**src/rtl/prog_pkg.sv**
```systemverilog
// Shared definitions for the instruction-memory program loader.
// The MIPS top also uses these width defaults.
package prog_pkg;

  localparam int ADDR_W_DEF     = 8;
  localparam int DATA_W_DEF     = 32;
  localparam int BYTES_PER_WORD = 4;

  typedef enum logic [2:0] {
    HDR,
    COLLECT,
    WRITE,
    RELEASE,
    RUN
  } state_e;

endpackage

```
**src/rtl/prog_word_asm.sv**
```systemverilog
// Big-endian word assembler: shifts accepted bytes in MSB first and flags the
// byte that completes a word.
module prog_word_asm
  import prog_pkg::*;
#(
  parameter int DATA_W = DATA_W_DEF
) (
  input  logic              clk,
  input  logic              reset,
  input  logic              clear_i,
  input  logic              accept_i,
  input  logic [7:0]        byte_i,
  output logic [DATA_W-1:0] word_o,
  output logic              word_done_o
);

  localparam int CNT_W = $clog2(BYTES_PER_WORD);

  logic [CNT_W-1:0]  cnt_q, cnt_d;
  logic [DATA_W-9:0] shift_q, shift_d;

  // word_o already includes the byte on the bus, so the loader can latch the
  // finished word on the same edge that accepts the final byte.
  assign word_o      = {shift_q, byte_i};
  assign word_done_o = accept_i && (cnt_q == CNT_W'(BYTES_PER_WORD - 1));
  assign shift_d     = word_o[DATA_W-9:0];

  always_comb begin
    cnt_d = cnt_q;
    if (accept_i) begin
      cnt_d = word_done_o ? '0 : cnt_q + 1'b1;
    end
  end

  always_ff @(posedge clk) begin
    if (reset || clear_i) begin
      cnt_q   <= '0;
      shift_q <= '0;
    end else if (accept_i) begin
      cnt_q   <= cnt_d;
      shift_q <= shift_d;
    end
  end

endmodule

```
**src/rtl/prog_loader.sv**
```systemverilog
// Byte-stream program loader: writes framed big-endian words into instruction
// memory, then releases the MIPS core from reset into run mode.
module prog_loader
  import prog_pkg::*;
#(
  parameter int ADDR_W      = ADDR_W_DEF,
  parameter int DATA_W      = DATA_W_DEF,
  parameter int RST_CYCLES  = 2,
  parameter int TIMEOUT_CYC = 100000
) (
  input  logic              clk,
  input  logic              reset,
  input  logic              start,
  input  logic [7:0]        rx_data,
  input  logic              rx_valid,
  output logic              rx_ready,
  output logic              ProgMode,
  output logic [ADDR_W-1:0] Addr_Prog,
  output logic [DATA_W-1:0] Data_Prog,
  output logic              prog_we,
  output logic              cpu_reset,
  output logic              busy,
  output logic              err
);

  localparam int TO_W = $clog2(TIMEOUT_CYC + 1);
  localparam int RC_W = $clog2(RST_CYCLES + 1);

  state_e            state_q;
  logic [ADDR_W-1:0] n_q;
  logic [ADDR_W-1:0] addr_q, addr_d;
  logic [DATA_W-1:0] data_q;
  logic [TO_W-1:0]   to_cnt_q, to_cnt_d;
  logic [RC_W-1:0]   rst_cnt_q;
  logic              rx_ready_q;
  logic              prog_mode_q;
  logic              prog_we_q;
  logic              cpu_reset_q;
  logic              busy_q;
  logic              err_q;

  logic              accept;
  logic              hdr_accept;
  logic              col_accept;
  logic              to_expire;
  logic              last_word;
  logic              asm_done;
  logic [DATA_W-1:0] asm_word;

  assign accept     = rx_valid && rx_ready_q;
  assign hdr_accept = accept && (state_q == HDR);
  assign col_accept = accept && (state_q == COLLECT);
  assign to_expire  = (state_q == COLLECT) && !accept &&
                      (to_cnt_q == TO_W'(TIMEOUT_CYC - 1));
  // N is taken modulo 2^ADDR_W, so a header of 0 makes the last index all ones.
  assign last_word  = (addr_q == n_q - ADDR_W'(1));
  assign addr_d     = addr_q + ADDR_W'(1);
  assign to_cnt_d   = col_accept ? '0 : to_cnt_q + 1'b1;

  // An aborted frame must not leak stale bytes into the next frame's words.
  prog_word_asm #(
    .DATA_W(DATA_W)
  ) u_word_asm (
    .clk        (clk),
    .reset      (reset),
    .clear_i    (hdr_accept || to_expire),
    .accept_i   (col_accept),
    .byte_i     (rx_data),
    .word_o     (asm_word),
    .word_done_o(asm_done)
  );

  // Every output is a register, loaded with the value belonging to the state
  // being entered, so outputs change on the same edge as the state.
  always_ff @(posedge clk) begin
    if (reset) begin
      state_q     <= HDR;
      n_q         <= '0;
      addr_q      <= '0;
      data_q      <= '0;
      to_cnt_q    <= '0;
      rst_cnt_q   <= '0;
      rx_ready_q  <= 1'b0;
      prog_mode_q <= 1'b0;
      prog_we_q   <= 1'b0;
      cpu_reset_q <= 1'b1;
      busy_q      <= 1'b1;
      err_q       <= 1'b0;
    end else begin
      prog_we_q <= 1'b0;
      case (state_q)
        HDR: begin
          rx_ready_q <= 1'b1;
          if (hdr_accept) begin
            n_q      <= ADDR_W'(rx_data);
            addr_q   <= '0;
            to_cnt_q <= '0;
            err_q    <= 1'b0;
            state_q  <= COLLECT;
          end
        end
        COLLECT: begin
          if (asm_done) begin
            rx_ready_q <= 1'b0;
            prog_we_q  <= 1'b1;
            data_q     <= asm_word;
            to_cnt_q   <= '0;
            state_q    <= WRITE;
          end else if (to_expire) begin
            err_q    <= 1'b1;
            to_cnt_q <= '0;
            state_q  <= HDR;
          end else begin
            to_cnt_q <= to_cnt_d;
          end
        end
        WRITE: begin
          if (last_word) begin
            prog_mode_q <= 1'b1;
            rst_cnt_q   <= '0;
            state_q     <= RELEASE;
          end else begin
            addr_q     <= addr_d;
            rx_ready_q <= 1'b1;
            state_q    <= COLLECT;
          end
        end
        RELEASE: begin
          if (rst_cnt_q == RC_W'(RST_CYCLES - 1)) begin
            cpu_reset_q <= 1'b0;
            busy_q      <= 1'b0;
            state_q     <= RUN;
          end else begin
            rst_cnt_q <= rst_cnt_q + 1'b1;
          end
        end
        RUN: begin
          if (start) begin
            prog_mode_q <= 1'b0;
            cpu_reset_q <= 1'b1;
            busy_q      <= 1'b1;
            rx_ready_q  <= 1'b1;
            state_q     <= HDR;
          end
        end
        default: begin
          state_q <= HDR;
        end
      endcase
    end
  end

  assign rx_ready  = rx_ready_q;
  assign ProgMode  = prog_mode_q;
  assign Addr_Prog = addr_q;
  assign Data_Prog = data_q;
  assign prog_we   = prog_we_q;
  assign cpu_reset = cpu_reset_q;
  assign busy      = busy_q;
  assign err       = err_q;

endmodule
```
**config.mk**
```make
export PLATFORM = sky130hd
export DESIGN_NAME = prog_loader
export DESIGN_NICKNAME = d
export VERILOG_FILES = /design/src/rtl/prog_pkg.sv /design/src/rtl/prog_word_asm.sv /design/src/rtl/prog_loader.sv
export SDC_FILE = /design/constraint.sdc
export NUM_CORES = 1
export LEC_CHECK = 0
export CAP_MARGIN = 15
export CORE_MARGIN = 4
export CORE_UTILIZATION = 52
export CTS_CLUSTER_SIZE = 24
export DETAILED_ROUTE_END_ITERATION = 16
export HOLD_SLACK_MARGIN = 0.05
export PLACE_DENSITY_LB_ADDON = 0.08
export SYNTH_ARGS = -nofsm -noshare
export SYNTH_HDL_FRONTEND = slang
export SYNTH_SLANG_ARGS = --single-unit
export TNS_END_PERCENT = 30
```
**constraint.sdc**
```tcl
create_clock -name clk -period 2.48 [get_ports clk]
set_input_delay 0.248 -clock clk [delete_from_list [all_inputs] [get_ports clk]]
set_output_delay 0.248 -clock clk [all_outputs]
set_load 0.1 [all_outputs]
```
# Word-level counts from Yosys, hierarchy flattened
# Index checks and enable logic that the tools add are counted.
# totals
ff_bits	101
input_bits	12
output_inout_bits	46
# classes
n_addsub	5
n_eq_ne	18
n_mux	33
bitwise_logic	1
reduce_logical	27
# ops
op	n
$mux 17	4
$pmux 17 s2	1
$add 17x1->17 const B	1
$eq 17x17->1 const B	1
$mux 8	2
$ne 2x2->1 const B	8
$pmux 8 s2	1
$mux 3	5
$pmux 3 s5	1
$reduce_and 3->1	4
$reduce_and 4->1	3
$mux 1	10
$reduce_bool 2->1	5
$add 8x1->8 const B	1
$eq 8x8->1	1
$mux 2	4
$sub 8x1->8 const B	1
$eq 3x2->1 const B	2
$logic_and 1x1->1	6
$pmux 1 s2	3
$reduce_and 2->1	3
$add 2x1->2 const B	2
$pmux 1 s4	1
$pmux 2 s2	1
other kinds (12)	13

# Depth between registers and ports, before layout
# Gate-level depths: netlist (run 1).
# logic_depth
ltp_word	7
depth_mapped	9
ltp_nobuf	8

# Hierarchy
# From an unflattened synthesis (run 1), not the netlist that was laid out.
# unflattened
hier_cells	512
area_unflattened_um2	4426.7
# by_module_without_submodules
mod	n_inst	cells_per_inst	area_per_inst_um2	seq_area_each_um2
prog_loader	1	416	3415.8	1501.4
prog_word_asm	1	96	1011.0	520.5

# Worst setup path after synthesis (run 1)
# No wires, ideal clock.
# synth_timing
path_type	register to register
startpoint	register addr_q[6] (netlist: Addr_Prog[6])
endpoint	register addr_q[2] (netlist: Addr_Prog[2])
setup_time_ns	0.115
arrival_ns	2.410
required_time_ns	2.365
path_slack_ns	-0.045
path_stages_with_launch	8
path_buffers	1
period_less_slack_ns	2.525
path_cell_list	dfxtp_1 -> clkbuf_1 -> nor2b_1 -> a21oi_1 -> o41ai_1 -> o211ai_1 -> and4_1 -> o21a_1
# synth_between
elab_chain_len	3
# synth_lines
element	line	source
start: declaration	prog_loader.sv:31	logic [ADDR_W-1:0] addr_q, addr_d;
start signal: assignment	prog_loader.sv:123	addr_q <= addr_d;
$eq 8x8->1	prog_loader.sv:56	assign last_word = (addr_q == n_q - ADDR_W'(1));
$ne 2x2->1 (no line)	--	
$reduce_and 3->1 (no line)	--	
# Every way passes these cells.
# A chain may end at the register's enable or synchronous reset.

# Worst setup path in the final report (run 1)
# layout_timing
startpoint	register n_q[2]
endpoint	register addr_q[4] (netlist: Addr_Prog[4])
# layout_between
elab_chain_len	4
# layout_lines
element	line	source
start: declaration	prog_loader.sv:30	logic [ADDR_W-1:0] n_q;
start signal: assignment	prog_loader.sv:95	n_q <= ADDR_W'(rx_data);
$sub 8x1->8	prog_loader.sv:56	
$eq 8x8->1	prog_loader.sv:56	
$ne 2x2->1 (no line)	--	
$reduce_and 3->1 (no line)	--	
# Every way passes these cells.

==> flow_metrics.env, run 1 <==
export IMPL_instances_no_fill=692
export IMPL_clkSlewWorstSetupHoldPaths_ns=0.10
export IMPL_worstSetupStartpoint="n_q[2]"
export IMPL_grt_max_degree=50
export IMPL_slowest_delay_ns=0.56
export IMPL_ioPinCount=58
export IMPL_yosysSeqAreaShare_pct=46.8
export IMPL_cts_max_level=3
export IMPL_setup_worst_path_end_class="flop"
export IMPL_die_w_microns=99.2
export IMPL_maxCapViolCount=0
export IMPL_relSlewSlack_pct=64.2
export IMPL_initial_core_util_pct=54.8
export IMPL_syn_to_final_growth_pct=16.9
export IMPL_fin_ws_ns=0.222
export IMPL_yosysMostFrequentCell="nand2_1"
export IMPL_synth_distinct_cells=49
export IMPL_yosys_warnings=0
export IMPL_path_cells="or4_4, o211ai_2, a21oi_1, o211a_1, or4_1, a21boi_1"
export IMPL_grt_pass1_wl_microns=17100
export IMPL_status="finished clean"
export IMPL_multi_input_comb_area_sq_mm=0.00213
export IMPL_fin_tns_setup_ns=0
export IMPL_vias=3907
export IMPL_holdCritStartpoint="reset"
export IMPL_root_buffer="clkbuf_8"
export IMPL_drive_gt1_share_pct=13.6
export IMPL_rsz0062_at_grt="false"
export IMPL_worstSkewPairLatency_ns=0.36
export IMPL_netlist_area_leader_share_pct=46.8
export IMPL_netlist_top_cells_area="dfxtp_1, nand2_1, a21oi_1"
export IMPL_diodes=0
export IMPL_grt_pass1_vias=3573
export IMPL_grt_total_usage_pct=21.0
export IMPL_fin_crit_ns=2.26
export IMPL_die_h_microns=99.2
export IMPL_dpl_hpwl_microns=7200
export IMPL_antenna_found_initial=0
export IMPL_yosysTopAreaCell="dfxtp_1"
export IMPL_synth_fp_nets=559
export IMPL_fmax_mhz=443
export IMPL_cts_inserted_buffers=9
export IMPL_ir_drop_v=0.000282
export IMPL_ant_nets=0
export IMPL_finalMaxSlewViolations=0
export IMPL_synth_seq_cells=101
export IMPL_arrival_ns=2.56
export IMPL_drt_pass1_iter_count=4
export IMPL_powerDensity_mw_per_mm2=582
export IMPL_fill_cells=723
export IMPL_cts_tree="yes"
export IMPL_seq_area_sq_mm=0.00202
export IMPL_viasPerCell=5.65
export IMPL_post_place_ws_ns=0.237
export IMPL_clock_sink_count=101
export IMPL_synth_cells=542
export IMPL_ys_async_sr_fraction_pct=0
export IMPL_gp_congestion=0.803
export IMPL_dp_cells=676
export IMPL_hold_class="in2reg"
export IMPL_final_nets=602
export IMPL_ys_flop_type="dfxtp_1"
export IMPL_p_total_uw=2940
export IMPL_crit_path_top_delay_cell="or4_4"
export IMPL_path_delay_family="simple AND/OR/NAND/NOR gates"
export IMPL_period_share_pct=91.1
export IMPL_drt_iter0_drc=225
export IMPL_synth_commonest_cells="nand2_1, dfxtp_1, a21oi_1"
export IMPL_critPathKind="reg2reg"
export IMPL_worst_pin_slew_ns=0.535
export IMPL_syn_area_sq_mm=0.00432
export IMPL_cts_resized=0
export IMPL_required_ns=2.78
export IMPL_syn_avg_cell_area_sq_um=7.97
export IMPL_setup_viol=0
export IMPL_hold_viol=0
export IMPL_dieArea_sq_mm=0.00983
export IMPL_wl_per_cell_microns=14.8
export IMPL_clock_skew_ns=0.0142
export IMPL_start_kind="flop"
export IMPL_gr_total_overflow=0
export IMPL_cp_num_buf_inv=0
export IMPL_utilization_pct=64.0
export IMPL_critPathMaxFanout=9
export IMPL_cts_buffer_depth=2
export IMPL_io_buffers=57
export IMPL_r2r_start="n_q[2]"
export IMPL_postCtsSetupRepairBufs=0
export IMPL_hold_buffers=0
export IMPL_p_leak_uw=0.00182
export IMPL_drc=0
export IMPL_synth_edf_count=0
export IMPL_routed_wl_microns=10200
export IMPL_core_sq_mm=0.00789
export IMPL_row_count=32
==> stage by stage <==
stage | instance area, sq um | hold WS (ns)
after detailed placement | 4840 | 0.447
after global placement | 4840 | 0.443
after floorplan | 4320 | 0.384
after CTS | 5050 | 0.316
after global routing | 5050 | 0.359
final | 5050 | 0.342
==> final timing paths <==
| check | endpoint | slack (ns) | cells past startpoint |
|---|---|---|---|
| worst min register to register | Data_Prog[26] | 0.45 | 2 |
| worst max register to register | Addr_Prog[4] | 0.22 | 6 |
| worst min-delay path | rst_cnt_q[1] | 0.34 | 2 |
| worst max-delay path | Addr_Prog[4] | 0.22 | 6 |
==> flip-flops by register name, indices dropped and copies added (netlist names), 2 cells and up <==
| name | flops |
|---|---|
| Addr_Prog | 8 |
| Data_Prog | 32 |
| n_q | 8 |
| rst_cnt_q | 2 |
| state_q | 3 |
| to_cnt_q | 17 |
| u_word_asm.cnt_q | 2 |
| u_word_asm.shift_q | 24 |
==> logic make-up after synthesis <==
logic type | after synthesis | synth area share [%]
AO/OA/AOI/OAI | 125 | 16.9
adder cells (fa/ha/maj) | 5 | 1.45
AND/OR/NAND/NOR | 246 | 25.6
flip-flops | 101 | 46.8
multiplexers | 12 | 2.78
XOR/XNOR | 12 | 2.43
buffers and inverters | 41 | 4.00
==> metal layers <==
metal | global-route usage [%] | routed length [microns]
met1 | 29.0 | 4740
met2 | 33.6 | 4780
met3 | 5.19 | 685
met4 | 3.99 | 47
met5 | 0 | 0
==> report_power, final <==
part	switching [uW]	internal, uW	total (uW)
clock network	582	499	1080
logic	126	78.6	205
registers	18.5	1630	1650
==> cells in the final DEF (no fill, tap or decap), types with 2 or more instances in the layout <==
cell,count
nand2b_1,4
or2_2,2
or3_1,5
a311oi_1,6
or4_1,2
nand4_1,3
inv_1,6
nor3b_1,2
ha_1,5
o21a_1,3
nand3_1,16
clkdlybuf4s50_1,10
nor2b_1,3
o21ai_0,12
a41oi_1,5
a211oi_1,2
nand2_1,142
nand3b_1,4
clkinvlp_4,3
nand4b_1,2
clkbuf_8,10
nor2_1,29
buf_4,55
xnor2_1,8
and3_1,10
mux2i_1,12
nor4_1,7
dfxtp_1,100
a31oi_1,6
a21oi_1,78
nor3_1,7
and2_1,4
xor2_1,4
==> cell type report <==
cell class	instances	area share (%)
clock buffers	10	2.72
well taps	102	2.53
flip-flops and latches	101	40.1
clock inverters	6	1.39
repair buffers	67	10.7
inverters	6	0.446
multi-input cells	400	42.2
No activity file was read; power rests on OpenSTA's default activity.
==> run 2, diff against run 1 <==
--- a/config.mk
+++ b/config.mk
@@ -8,11 +8,13 @@
 export CAP_MARGIN = 15
 export CORE_MARGIN = 4
 export CORE_UTILIZATION = 52
+export CTS_BUF_LIST = sky130_fd_sc_hd__clkbuf_16
 export CTS_CLUSTER_SIZE = 24
 export DETAILED_ROUTE_END_ITERATION = 16
 export HOLD_SLACK_MARGIN = 0.05
 export PLACE_DENSITY_LB_ADDON = 0.08
 export SYNTH_ARGS = -nofsm -noshare
 export SYNTH_HDL_FRONTEND = slang
+export SYNTH_HIERARCHICAL = 1
 export SYNTH_SLANG_ARGS = --single-unit
 export TNS_END_PERCENT = 30
==> flow_metrics.env, run 2 <==
export IMPL_synth_distinct_cells=55
export IMPL_cts_resized=0
export IMPL_synth_edf_count=0
export IMPL_period_share_pct=91.1
export IMPL_netlist_top_cells_area="dfxtp_1, mux2i_1, nand2_1"
export IMPL_gr_total_overflow=0
export IMPL_fill_cells=741
export IMPL_maxCapViolCount=0
export IMPL_viasPerCell=5.40
export IMPL_instances_no_fill=667
export IMPL_cts_tree="yes"
export IMPL_yosysSeqAreaShare_pct=45.7
export IMPL_layout_commonest_cell="dfxtp_1"
export IMPL_drt_iter0_drc=106
export IMPL_largest_register_ffs=32
export IMPL_hold_viol=0
export IMPL_synth_cells=512
export IMPL_finalMaxSlewViolations=0
export IMPL_ys_async_sr_fraction_pct=0
export IMPL_clkSlewWorstSetupHoldPaths_ns=0.07
export IMPL_row_count=33
export IMPL_setup_worst_path_end_class="flop"
export IMPL_worst_r2r_path_depth=9
export IMPL_hold_class="in2reg"
export IMPL_reg2reg_slack_ns=0.22
export IMPL_syn_to_final_growth_pct=17.8
export IMPL_grt_max_degree=36
export IMPL_r2r_start="state_q[2]"
export IMPL_grt_pass1_vias=3424
export IMPL_io_buffers=57
export IMPL_ioPinCount=58
export IMPL_start_kind="flop"
export IMPL_place_area_sq_mm=0.00492
export IMPL_die_h_microns=100
export IMPL_cts_max_level=3
export IMPL_yosysMostFrequentCell="dfxtp_1"
export IMPL_synth_fp_nets=529
export IMPL_setup_viol=0
export IMPL_powerDensity_mw_per_mm2=635
export IMPL_drc=0
export IMPL_worstSetupStartpoint="state_q[2]"
export IMPL_arrival_ns=2.52
export IMPL_drive_gt1_share_pct=16.2
export IMPL_synth_commonest_cells="dfxtp_1, nand2_1, nor2_1"
export IMPL_status="finished clean"
export IMPL_netlist_area_leader_share_pct=45.7
export IMPL_postCtsSetupRepairBufs=0
export IMPL_dpl_hpwl_microns=6590
export IMPL_relSlewSlack_pct=63.5
export IMPL_cts_buffer_depth=2
export IMPL_antenna_found_initial=0
export IMPL_worstSkewPairLatency_ns=0.34
export IMPL_gp_congestion=0.871
export IMPL_ir_drop_v=0.000478
export IMPL_fin_crit_ns=2.26
export IMPL_clock_skew_ns=0.0117
export IMPL_holdPathEnd="err"
export IMPL_ant_nets=0
export IMPL_core_sq_mm=0.00826
export IMPL_fmax_mhz=443
export IMPL_grt_pass1_wl_microns=16100
export IMPL_worst_pin_slew_ns=0.547
export IMPL_diodes=0
export IMPL_final_nets=574
export IMPL_p_leak_uw=0.00193
export IMPL_synth_seq_cells=101
export IMPL_rsz0062_at_grt="false"
export IMPL_yosys_warnings=6
export IMPL_holdCritStartpoint="reset"
export IMPL_syn_area_sq_mm=0.00443
export IMPL_mostFrequentLayoutCells="dfxtp_1, nand2_1, nor2_1"
export IMPL_grt_total_usage_pct=19.4
export IMPL_ys_flop_type="dfxtp_1"
export IMPL_critPathKind="reg2reg"
export IMPL_min_path_cells=2
export IMPL_dp_cells=651
export IMPL_die_w_microns=100
export IMPL_syn_avg_cell_area_sq_um=8.65
export IMPL_routed_wl_microns=9380
export IMPL_required_ns=2.74
export IMPL_clock_sink_count=101
export IMPL_root_buffer="clkbuf_16"
export IMPL_rr_endpoint="to_cnt_q[15]"
export IMPL_drt_pass1_iter_count=4
export IMPL_vias=3603
export IMPL_yosysTopAreaCell="dfxtp_1"
export IMPL_hold_buffers=0
export IMPL_cts_inserted_buffers=9
export IMPL_wl_per_cell_microns=14.1
export IMPL_critPathMaxFanout=10
export IMPL_post_route_cell_area_sq_mm=0.00522
export IMPL_dieArea_sq_mm=0.0101
export IMPL_initial_core_util_pct=53.6
[run 2: worst max-delay path by stage]
| stage | slack, ns | to |
|---|---|---|
| after CTS | 0.25 | to_cnt_q[16] |
| after global routing | 0.06 | to_cnt_q[6] |
| after global placement | 0.14 | to_cnt_q[15] |
| after floorplan | -0.05 | Addr_Prog[5] |
| final | 0.22 | to_cnt_q[15] |
| after detailed placement | 0.08 | to_cnt_q[16] |
[run 2: where the power goes]
part	internal, uW	switching [uW]	total, uW
registers	1640	24.8	1660
logic	120	174	294
clock network	705	647	1350
total	2470	846	3310
[run 2: through the flow]
step / worst slack, ns / total power [uW] / hold slack [ns] / TNS (ns) / utilization (%)
6_report: 0.222 / 3310 / 0.376 / 0 / 63.2
5_1_grt: 0.0617 / 3450 / 0.403 / 0 / 63.2
4_1_cts: 0.248 / 3340 / 0.383 / 0 / 63.2
3_5_place_dp: 0.0847 / 1990 / 0.448 / 0 / 59.6
3_3_place_gp: 0.143 / 1990 / 0.443 / 0 / 59.6
2_1_floorplan: -0.0517 / 1920 / 0.395 / -0.114 / -
[run 2: routing by layer]
metal	part of all wire (%)	global-route usage, %	vias up
met1	48	26.3	1688
met5	0	0	-
met4	1.2	6.22	0
met2	47	31.8	62
met3	3.8	2.85	8
li1	-	-	1845
[run 2: final cells by class]
class | count | area [sq um] | share of cell area (%)
clock buffers | 9 | 225 | 4.32
clock inverters | 7 | 67.6 | 1.30
inverters | 5 | 18.8 | 0.360
multi-input cells | 369 | 2180 | 41.8
flip-flops and latches | 101 | 2030 | 38.8
well taps | 105 | 131 | 2.52
repair buffers | 71 | 568 | 10.9
[run 2: cells by family after synthesis]
family | count (synthesis) | share of synthesized area, %
AND/OR/NAND/NOR | 223 | 23.6
flip-flops | 101 | 45.7
AO/OA/AOI/OAI | 85 | 11.9
buffers and inverters | 42 | 5.37
multiplexers | 35 | 7.91
XOR/XNOR | 21 | 4.15
adder cells (fa/ha/maj) | 5 | 1.41
[run 2: worst max-delay path: stages, from the launching register on]
cell	delay [ns]
dfxtp_1	0.46
nor2_1	0.10
nand2_1	0.12
nor2_2	0.04
and2_1	0.17
or4b_4	0.51
nor2_1	0.14
o21ai_2	0.14
or3_1	0.37
a21oi_1	0.14
==> run 3, diff against run 2 <==
==> constraint.sdc (replaced) <==
create_clock -name clk -period 2.7 [get_ports clk]
set_input_delay 0.27 -clock clk [delete_from_list [all_inputs] [get_ports clk]]
set_output_delay 0.27 -clock clk [all_outputs]
set_load 0.1 [all_outputs]
==> flow_metrics.env, run 3 (synthesis results as in run 2) <==
export IMPL_status="finished clean"
export IMPL_relSlewSlack_pct=57.7
export IMPL_ir_drop_v=0.000313
export IMPL_holdWs_ns=0.444
export IMPL_worst_pin_slew_ns=0.635
export IMPL_layout_commonest_cell="dfxtp_1"
export IMPL_powerDensity_mw_per_mm2=593
export IMPL_fin_tns_setup_ns=0
export IMPL_fin_crit_ns=2.28
export IMPL_wl_per_cell_microns=14.0
export IMPL_min_path_cells=2
export IMPL_cts_resized=0
export IMPL_setup_viol=0
export IMPL_final_nets=571
export IMPL_maxCapViolCount=0
export IMPL_use_met1_pct=26.5
export IMPL_holdPathEnd="err"
export IMPL_die_h_microns=100
export IMPL_drc=0
export IMPL_diodes=0
export IMPL_vias=3552
export IMPL_rr_endpoint="to_cnt_q[15]"
export IMPL_routed_wl_microns=9320
export IMPL_multi_input_comb_area_sq_mm=0.00218
export IMPL_seq_area_sq_mm=0.00202
export IMPL_grt_max_degree=35
export IMPL_syn_to_final_growth_pct=17.0
export IMPL_instances_no_fill=664
export IMPL_rsz0062_at_grt="false"
export IMPL_slowest_delay_ns=0.65
export IMPL_cts_inserted_buffers=9
export IMPL_arrival_ns=2.53
export IMPL_hold_buffers=0
export IMPL_die_w_microns=100
export IMPL_clock_sink_count=101
export IMPL_worst_r2r_path_depth=9
export IMPL_largest_register_ffs=32
export IMPL_grt_util_met2_pct=31.3
export IMPL_p_total_uw=3070
export IMPL_grt_pass1_vias=3378
export IMPL_cts_tree="yes"
export IMPL_dp_cells=648
export IMPL_postCtsSetupRepairBufs=0
export IMPL_cts_buffer_depth=2
export IMPL_ioPinCount=58
export IMPL_period_share_pct=84.3
export IMPL_r2r_start="state_q[2]"
export IMPL_core_sq_mm=0.00826
export IMPL_worstSkewPairLatency_ns=0.33
export IMPL_drt_iter0_drc=98
export IMPL_clock_skew_ns=0.00939
export IMPL_hold_class="in2reg"
export IMPL_fill_cells=751
export IMPL_gp_congestion=0.847
export IMPL_io_buffers=57
export IMPL_gr_total_overflow=0
export IMPL_path_cells="clkdlybuf4s50_1, nand2_1, nor2_2, and2_1, or4b_2, nor2_1, o21ai_2, or3_1, a21oi_1"
export IMPL_row_count=33
export IMPL_hold_viol=0
export IMPL_critPathKind="in2reg"
export IMPL_required_ns=2.95
export IMPL_start_kind="primary input"
export IMPL_ant_nets=0
export IMPL_grt_pass1_wl_microns=16000
export IMPL_fmax_mhz=439
export IMPL_drt_pass1_iter_count=4
export IMPL_antenna_found_initial=0
export IMPL_p_leak_uw=0.00190
export IMPL_dpl_hpwl_microns=6440
export IMPL_critPathMaxFanout=10
export IMPL_met3_usage_pct=3.61
export IMPL_finalMaxSlewViolations=0
export IMPL_holdCritStartpoint="reset"
export IMPL_viasPerCell=5.35
export IMPL_reg2reg_slack_ns=0.43
export IMPL_busiest_layer="met2"
export IMPL_grt_total_usage_pct=19.3
export IMPL_drive_gt1_share_pct=15.6
export IMPL_setup_worst_path_end_class="flop"
export IMPL_mostFrequentLayoutCells="dfxtp_1, nand2_1, nor2_1"
export IMPL_root_buffer="clkbuf_16"
export IMPL_crit_path_top_delay_cell="or4b_2"
export IMPL_initial_core_util_pct=53.6
export IMPL_clkSlewWorstSetupHoldPaths_ns=0.06
export IMPL_dieArea_sq_mm=0.0101
export IMPL_cts_max_level=3
-- run 3: cell count changes in the layout (fill, tap and decap cells not counted), sizes merged --
cell,delta
buf,-3
bufinv,+1
clkinv,-2
clkinvlp,+2
inv,-1
-- run 3: power by group --
part           switching (uW)  leakage (uW)  total (uW)  internal, uW
clock                     559      0.000141        1280           724
sequential               26.9      0.000815        1530          1510
combinational             153      0.000949         254           101
total                     739       0.00190        3070          2330
-- run 3: metrics by stage --
| step | util [%] | worst slack, ns | cell area (sq um) |
|---|---|---|---|
| finish | 62.7 | 0.423 | 5180 |
| global route | 62.7 | 0.206 | 5180 |
| CTS | 62.7 | 0.413 | 5180 |
| detailed placement | 59.1 | 0.0932 | 4880 |
| global placement | 59.1 | 0.149 | 4880 |
| floorplan | - | 0.0709 | 4430 |
-- run 3: worst max-delay path: cells and delay by family --
family,cells,cell delay [ns]
compound gates,2,0.28
simple gates,6,1.55
buf+inv,1,0.43
-- run 3: worst max path at each step --
stage | startpoint | cells after the start | slack, ns | endpoint
4_1_cts | state_q[2] | 9 | 0.41 | to_cnt_q[4]
3_5_place_dp | rx_valid | 9 | 0.09 | to_cnt_q[4]
2_1_floorplan | state_q[0] | 12 | 0.07 | to_cnt_q[15]
3_3_place_gp | rx_valid | 9 | 0.15 | to_cnt_q[16]
6_report | rx_valid | 9 | 0.42 | to_cnt_q[15]
5_1_grt | state_q[2] | 9 | 0.21 | to_cnt_q[16]
-- run 3: metal layers --
| layer | up-vias | routed length (microns) |
|---|---|---|
| met5 | - | 0 |
| met4 | 0 | 39 |
| met3 | 2 | 281 |
| met2 | 54 | 4500 |
| met1 | 1660 | 4500 |
| li1 | 1836 | - |
-- run 3: cell type report --
type,instances,area share [%]
inverters,5,0.362
repair buffers,68,10.3
well taps,105,2.54
flip-flops and latches,101,39.0
clock inverters,7,1.42
clock buffers,9,4.35
multi-input cells,369,42.0
